--- src/rtl/ssd_scan_mux_pkg.sv ---
`default_nettype none
// ============================================================================
//  Module      : ssd_scan_mux_pkg
//  Description : Shared digit codes, active-high segment glyphs, digit
//                indices and scan-state encodings for the display scanner.
//  Revision    : 1.0  initial release
// ============================================================================
package ssd_scan_mux_pkg;

   // Internal digit codes: 0-9 are decimal values, plus dash and blank.
   localparam logic [3:0] c_CODE_DASH  = 4'hA;
   localparam logic [3:0] c_CODE_BLANK = 4'hF;

   // Active-high glyphs, bit order {g,f,e,d,c,b,a}.
   localparam logic [6:0] c_SEG_0     = 7'h3F;
   localparam logic [6:0] c_SEG_1     = 7'h06;
   localparam logic [6:0] c_SEG_2     = 7'h5B;
   localparam logic [6:0] c_SEG_3     = 7'h4F;
   localparam logic [6:0] c_SEG_4     = 7'h66;
   localparam logic [6:0] c_SEG_5     = 7'h6D;
   localparam logic [6:0] c_SEG_6     = 7'h7D;
   localparam logic [6:0] c_SEG_7     = 7'h07;
   localparam logic [6:0] c_SEG_8     = 7'h7F;
   localparam logic [6:0] c_SEG_9     = 7'h6F;
   localparam logic [6:0] c_SEG_DASH  = 7'h40;
   localparam logic [6:0] c_SEG_BLANK = 7'h00;

   // Digit positions, left (real sign) to right (imag magnitude).
   localparam logic [1:0] c_DIG_D3 = 2'd3;
   localparam logic [1:0] c_DIG_D2 = 2'd2;
   localparam logic [1:0] c_DIG_D1 = 2'd1;
   localparam logic [1:0] c_DIG_D0 = 2'd0;

   // Scan states; the low two bits are the digit index. START is the dark
   // state after reset, which also sits on digit 3.
   localparam logic [2:0] c_ST_D0    = 3'b000;
   localparam logic [2:0] c_ST_D1    = 3'b001;
   localparam logic [2:0] c_ST_D2    = 3'b010;
   localparam logic [2:0] c_ST_D3    = 3'b011;
   localparam logic [2:0] c_ST_START = 3'b111;

   // Sign digit: dash for a negative value, blank otherwise.
   function automatic logic [3:0] sign_code(input logic i_neg);
      return i_neg ? c_CODE_DASH : c_CODE_BLANK;
   endfunction

endpackage
`default_nettype wire

--- src/rtl/ssd_digit_decode.sv ---
`default_nettype none
// ============================================================================
//  Module      : ssd_digit_decode
//  Description : Combinational digit code to active-high segment decoder.
//                Codes without a glyph decode to blank.
//  Revision    : 1.0  initial release
// ============================================================================
module ssd_digit_decode
   import ssd_scan_mux_pkg::*;
(
   input  logic [3:0] i_code,
   output logic [6:0] o_seg
);

   // Look up the glyph for the requested code.
   always_comb begin
      o_seg = c_SEG_BLANK;
      case (i_code)
         4'd0:        o_seg = c_SEG_0;
         4'd1:        o_seg = c_SEG_1;
         4'd2:        o_seg = c_SEG_2;
         4'd3:        o_seg = c_SEG_3;
         4'd4:        o_seg = c_SEG_4;
         4'd5:        o_seg = c_SEG_5;
         4'd6:        o_seg = c_SEG_6;
         4'd7:        o_seg = c_SEG_7;
         4'd8:        o_seg = c_SEG_8;
         4'd9:        o_seg = c_SEG_9;
         c_CODE_DASH: o_seg = c_SEG_DASH;
         default:     o_seg = c_SEG_BLANK;
      endcase
   end

endmodule
`default_nettype wire

--- src/rtl/ssd_scan_mux.sv ---
`default_nettype none
// ============================================================================
//  Module      : ssd_scan_mux
//  Description : 4-digit common-anode seven-segment scanner for the complex
//                adder result (real sign, |real|, imag sign, |imag|), with a
//                frame-boundary double buffer and overflow blink.
//  Revision    : 1.0  initial release
// ============================================================================
module ssd_scan_mux
   import ssd_scan_mux_pkg::*;
#(
   parameter int W            = 4,
   parameter bit ACTIVE_LOW   = 1'b1,
   parameter bit SEP_DP       = 1'b1,
   parameter int BLINK_FRAMES = 8
) (
   input  logic         clock_in,
   input  logic         reset_n,
   input  logic         scan_clk,
   input  logic         load,
   input  logic [W-1:0] real_in,
   input  logic [W-1:0] imag_in,
   input  logic         ovf_in,
   output logic [3:0]   an_out,
   output logic [6:0]   seg_out,
   output logic         dp_out,
   output logic         pending
);

   localparam int              c_CW       = (BLINK_FRAMES > 1) ? $clog2(BLINK_FRAMES) : 1;
   localparam logic [c_CW-1:0] c_CNT_LAST = c_CW'(BLINK_FRAMES - 1);
   localparam logic [3:0]      c_AN_OFF   = ACTIVE_LOW ? 4'hF : 4'h0;
   localparam logic [6:0]      c_SEG_OFF  = ACTIVE_LOW ? 7'h7F : 7'h00;
   localparam logic            c_DP_OFF   = ACTIVE_LOW;

   logic            r_scan_q;
   logic            w_tick;
   logic            w_commit;
   logic [2:0]      r_state;
   logic [2:0]      w_state_nxt;
   logic [W-1:0]    r_sh_re;
   logic [W-1:0]    r_sh_im;
   logic            r_sh_ovf;
   logic            r_pend;
   logic [W-1:0]    r_disp_re;
   logic [W-1:0]    r_disp_im;
   logic            r_disp_ovf;
   logic [W-1:0]    w_disp_re_nxt;
   logic [W-1:0]    w_disp_im_nxt;
   logic            w_disp_ovf_nxt;
   logic [c_CW-1:0] r_cnt;
   logic [c_CW-1:0] w_cnt_nxt;
   logic            r_hidden;
   logic            w_hidden_nxt;
   logic [1:0]      w_idx;
   logic [3:0]      w_code;
   logic [6:0]      w_seg_hi;
   logic [6:0]      w_seg_nxt;
   logic            w_dp_nxt;
   logic [3:0]      w_onehot;
   logic [3:0]      w_an_nxt;
   logic [3:0]      r_an;
   logic [6:0]      r_seg;
   logic            r_dp;

   // Magnitude of a two's complement value, one bit wider so -2^(W-1) fits.
   function automatic logic [W:0] abs_val(input logic [W-1:0] i_x);
      logic [W:0] v_ext;
      v_ext = {i_x[W-1], i_x};
      return i_x[W-1] ? (~v_ext + 1'b1) : v_ext;
   endfunction

   // A scan tick is the first clock_in cycle that sees scan_clk high.
   assign w_tick   = scan_clk & ~r_scan_q;
   assign w_commit = w_tick && (r_state == c_ST_D0);

   // Edge-detect register for the divided scan clock.
   always_ff @(posedge clock_in or negedge reset_n) begin
      if (!reset_n) r_scan_q <= 1'b0;
      else          r_scan_q <= scan_clk;
   end

   // Scan state register.
   always_ff @(posedge clock_in or negedge reset_n) begin
      if (!reset_n) r_state <= c_ST_START;
      else          r_state <= w_state_nxt;
   end

   // Next scan state: first tick after reset lights D3, then D3..D0 round robin.
   always_comb begin
      w_state_nxt = r_state;
      if (w_tick) begin
         case (r_state)
            c_ST_START: w_state_nxt = c_ST_D3;
            c_ST_D3:    w_state_nxt = c_ST_D2;
            c_ST_D2:    w_state_nxt = c_ST_D1;
            c_ST_D1:    w_state_nxt = c_ST_D0;
            c_ST_D0:    w_state_nxt = c_ST_D3;
            default:    w_state_nxt = c_ST_START;
         endcase
      end
   end

   // Display contents for the next cycle; a load coinciding with the frame
   // boundary bypasses the shadow so it is never lost.
   always_comb begin
      w_disp_re_nxt  = r_disp_re;
      w_disp_im_nxt  = r_disp_im;
      w_disp_ovf_nxt = r_disp_ovf;
      if (w_commit) begin
         if (load) begin
            w_disp_re_nxt  = real_in;
            w_disp_im_nxt  = imag_in;
            w_disp_ovf_nxt = ovf_in;
         end else if (r_pend) begin
            w_disp_re_nxt  = r_sh_re;
            w_disp_im_nxt  = r_sh_im;
            w_disp_ovf_nxt = r_sh_ovf;
         end
      end
   end

   // Blink phase: counts frames that keep overflow displayed; any frame
   // without a continuing overflow restarts the count in the visible phase.
   always_comb begin
      w_cnt_nxt    = r_cnt;
      w_hidden_nxt = r_hidden;
      if (w_commit) begin
         if (!(r_disp_ovf && w_disp_ovf_nxt)) begin
            w_cnt_nxt    = '0;
            w_hidden_nxt = 1'b0;
         end else if (r_cnt == c_CNT_LAST) begin
            w_cnt_nxt    = '0;
            w_hidden_nxt = ~r_hidden;
         end else begin
            w_cnt_nxt    = r_cnt + 1'b1;
         end
      end
   end

   // Shadow capture, commit of the display registers and pending flag.
   always_ff @(posedge clock_in or negedge reset_n) begin
      if (!reset_n) begin
         r_sh_re    <= '0;
         r_sh_im    <= '0;
         r_sh_ovf   <= 1'b0;
         r_pend     <= 1'b0;
         r_disp_re  <= '0;
         r_disp_im  <= '0;
         r_disp_ovf <= 1'b0;
         r_cnt      <= '0;
         r_hidden   <= 1'b0;
      end else begin
         if (load) begin
            r_sh_re  <= real_in;
            r_sh_im  <= imag_in;
            r_sh_ovf <= ovf_in;
         end
         if (w_commit)  r_pend <= 1'b0;
         else if (load) r_pend <= 1'b1;
         r_disp_re  <= w_disp_re_nxt;
         r_disp_im  <= w_disp_im_nxt;
         r_disp_ovf <= w_disp_ovf_nxt;
         r_cnt      <= w_cnt_nxt;
         r_hidden   <= w_hidden_nxt;
      end
   end

   // Select the digit code for the digit being entered.
   always_comb begin
      w_idx  = w_state_nxt[1:0];
      w_code = c_CODE_BLANK;
      case (w_idx)
         c_DIG_D3: w_code = sign_code(w_disp_re_nxt[W-1]);
         c_DIG_D2: w_code = 4'(abs_val(w_disp_re_nxt));
         c_DIG_D1: w_code = sign_code(w_disp_im_nxt[W-1]);
         default:  w_code = 4'(abs_val(w_disp_im_nxt));
      endcase
   end

   ssd_digit_decode u_decode (
      .i_code (w_code),
      .o_seg  (w_seg_hi)
   );

   // Apply output polarity, decimal-point separator and blink blanking.
   always_comb begin
      w_seg_nxt = ACTIVE_LOW ? ~w_seg_hi : w_seg_hi;
      w_dp_nxt  = (SEP_DP && (w_idx == c_DIG_D2)) ^ ACTIVE_LOW;
      w_onehot  = 4'b0001 << w_idx;
      w_an_nxt  = c_AN_OFF;
      if (!w_hidden_nxt) w_an_nxt = ACTIVE_LOW ? ~w_onehot : w_onehot;
   end

   // Output registers load on each tick and hold until the next one.
   always_ff @(posedge clock_in or negedge reset_n) begin
      if (!reset_n) begin
         r_an  <= c_AN_OFF;
         r_seg <= c_SEG_OFF;
         r_dp  <= c_DP_OFF;
      end else if (w_tick) begin
         r_an  <= w_an_nxt;
         r_seg <= w_seg_nxt;
         r_dp  <= w_dp_nxt;
      end
   end

   // Anodes are dark during the tick cycle so the old digit never shows new segments.
   assign an_out  = w_tick ? c_AN_OFF : r_an;
   assign seg_out = r_seg;
   assign dp_out  = r_dp;
   assign pending = r_pend;

endmodule
`default_nettype wire

--- config.mk ---
export PLATFORM = sky130hd
export DESIGN_NAME = ssd_scan_mux
export DESIGN_NICKNAME = d
export VERILOG_FILES = /design/src/rtl/ssd_scan_mux_pkg.sv /design/src/rtl/ssd_digit_decode.sv /design/src/rtl/ssd_scan_mux.sv
export SDC_FILE = /design/constraint.sdc
export NUM_CORES = 1
export LEC_CHECK = 0
export CORE_ASPECT_RATIO = 0.6
export CORE_UTILIZATION = 50
export DETAILED_ROUTE_END_ITERATION = 16
export PLACE_DENSITY = 0.73
export SYNTH_ARGS = -nofsm -noshare
export SYNTH_HDL_FRONTEND = slang
export SYNTH_SLANG_ARGS = --single-unit
--- constraint.sdc ---
create_clock -name clock_in -period 4.09 [get_ports clock_in]
set_input_delay 0.818 -clock clock_in [delete_from_list [all_inputs] [get_ports clock_in]]
set_output_delay 0.818 -clock clock_in [all_outputs]
set_load 0.02 [all_outputs]
==> impl_metrics.tcl <==
set metrics [dict create \
    seq_power_share 0.342 \
    setup_viol 0 \
    syn_area_um2 2200 \
    totalWireLength_um 4460 \
    whs_ps 467 \
    p_sw_frac 0.404 \
    rsz0062_at_grt "false" \
    hpwl_um 3320 \
    yosysSeqAreaShare 0.453 \
    dieArea_um2 4670 \
    path_class "primary input to register" \
    synth.distinct_cells 57 \
    r2r_cells 12 \
    drv_cap 0 \
    timing.fmax_ghz 0.256 \
    yosysWarnings 0 \
    endpoint_kind "register" \
    regArea_um2 995 \
    cts_buffers 5 \
    clk_latency_ps 300 \
    intPower_uw 1090 \
    power_leakage_uw 0.00111 \
    std_cell_rows 18 \
    most-common-layout-cells "24 x clkdlybuf4s50_1, 24 x dfrtp_1, 21 x nor2_1, 15 x dfstp_2" \
    pre_cts_slack_ps -116 \
    fillers 344 \
    drc 0 \
    synthFlopType "dfrtp_1" \
    first_pass_iters 4 \
    synth-edff-count 0 \
    n_antenna_cell 0 \
    antenna_left 0 \
    multi_input_area_um2 1090 \
    required_ps 4300 \
    tritoncts "yes" \
    post-route-period-util 0.956 \
    nNetsFinal 263 \
    cp.arrival_ps 4120 \
    post-route-min-period_ps 3910 \
    hold_depth 2 \
    vdd_drop_max_mv 0.329 \
    crit_cells 13 \
    cp_top_family "simple AND/OR/NAND/NOR gates" \
    outcome "finished clean" \
    cp_cell_sequence "clkdlybuf4s50_1 > or3b_1 > nor3_4 > nor2_1 > a21o_1 > ha_1 > nor4bb_1 > a41o_1 > nor3b_1 > nor4_4 > a211oi_4 > a2111oi_2 > a211oi_2" \
    grt_pass1_wl_um 7400 \
    cp_slowest_cell "clkdlybuf4s50_1" \
    die_w_um 87.6 \
    clk_pin_slew_ps 70 \
    crit_fanout 5 \
    wire_per_inst_um 14.8 \
    p_per_area_nw_per_um2 685 \
    clkPwrFrac 0.150 \
    syn_avg_cell_area_um2 10.8 \
    ios 26 \
    vias 1590 \
    routed_via_density 5.26 \
    start_util 0.527 \
    first_global_vias 1505 \
    setup_tns_ps 0 \
    power.total_uw 1820 \
    finClkSkew_ps 7.70 \
    port_buffers 25 \
    core_area_um2 4170 \
    areaGrowthSynthToFinish_pct 21.0 \
    maxSlewViolCount 0 \
    async_flop_share 1.00 \
    critPathBufInv 1 \
    clock-sinks 39 \
    root_buffer "clkbuf_8" \
    drt-initial-drc-count 72 \
    grt_util_all_layers 0.224 \
    die_h_um 53.3 \
    grt-ovfl-total 0 \
    ys_ff_latch 39 \
    cpPeakStageDelay_ps 530 \
    netlist_instances 204 \
    antenna_found_initial 0 \
    final_util 0.638 \
    cts_resized 0 \
    cts_setup_buffers 0 \
    layout_setup_ws_ps 179 \
    grt_max_degree 40 \
    layout-drive-gt1-share 0.256 \
    cts-htree-levels 2 \
    hold_path.class "register to register" \
    synth_nets 226 \
    cts_hold_buf 0 \
    power_frac_comb 0.509 \
    worst_pin_slew_ps 862 \
    relSlewSlack 0.426 \
    cp-start-kind "primary input" \
    p_switching_uw 735 \
    place_congestion 0.852 \
    clock_path_buffers 2 \
    hold_violations 0 \
]
==> state kept, by name (all words and copies together) (netlist names) <==
signal,flops
r_cnt,3
pending,1
dp_out,1
r_sh_ovf,1
r_scan_q,1
r_hidden,1
r_sh_re,4
r_state,3
r_an,4
r_disp_im,4
r_disp_ovf,1
seg_out,7
r_disp_re,4
r_sh_im,4
==> kinds of logic after synthesis <==
group	after synthesis	synth area share
AO/OA/AOI/OAI	48	0.183
XOR/XNOR	3	0.0120
adder cells (fa/ha/maj)	9	0.0513
buffers and inverters	23	0.0490
flip-flops	39	0.453
multiplexers	15	0.0735
AND/OR/NAND/NOR	67	0.179
==> stage by stage <==
stage          area [µm²]  instances
3_5_place_dp         2570        294
4_1_cts              2660        302
6_report             2660        302
3_3_place_gp         2570        294
2_1_floorplan        2200        204
5_1_grt              2660        302
==> worst register-to-register path, delay by kind of cell (launching register included) <==
family	cells	cell delay, ps
compound gates	5	990
fa+ha+maj	1	250
flops	1	410
simple gates	6	1530
==> cells in the mapped netlist (3+ instances only) <==
cell type  number  area (µm²)
a211oi_1        4        30.0
dfstp_2        15         394
inv_1          14        52.6
ha_1            9         113
dfrtp_1        24         601
a31oi_1         3        18.8
o21ai_0         7        35.0
mux2_2          9         101
o21ai_1         3        15.0
nor2_1         21        78.8
mux2i_1         6        60.1
nor3b_1         3        22.5
nor3_1          5        25.0
nand2b_1        7        43.8
nand2_1        11        41.3
or2_2           4        25.0
a21oi_1         6        30.0
buf_2           5        25.0
==> worst paths after layout <==
kind,from,endpoint,slack (ps)
max,scan_clk,seg_out[5],180
min,seg_out[1],seg_out[1],470
max reg2reg,r_scan_q,seg_out[5],830
min reg2reg,seg_out[1],seg_out[1],470
max in group asynchronous,reset_n,r_scan_q,2920
min in group asynchronous,reset_n,r_disp_im[3],630
==> metal layers <==
metal  track usage  vias up  wire (µm)
met5             0        -          0
li1              -      805          -
met4        0.0656        0         62
met3        0.0796        7        229
met2         0.299       37       1680
met1         0.331      741       2490
==> power by group through the flow <==
stage / sequential [µW] / combinational [µW] / clock, µW
6_report: 623 / 927 / 272
5_1_grt: 636 / 1020 / 295
4_1_cts: 622 / 922 / 275
3_5_place_dp: 627 / 914 / 0
3_3_place_gp: 624 / 903 / 0
2_1_floorplan: 638 / 623 / 0
==> final cells by class <==
class	count	area share
clock buffer	7	0.0325
clock inverter	1	0.00141
inverter	14	0.0198
multi-input combinational	142	0.412
sequential	39	0.374
tap	60	0.0282
timing repair buffer	39	0.132
(Power assumes the default switching activity.)
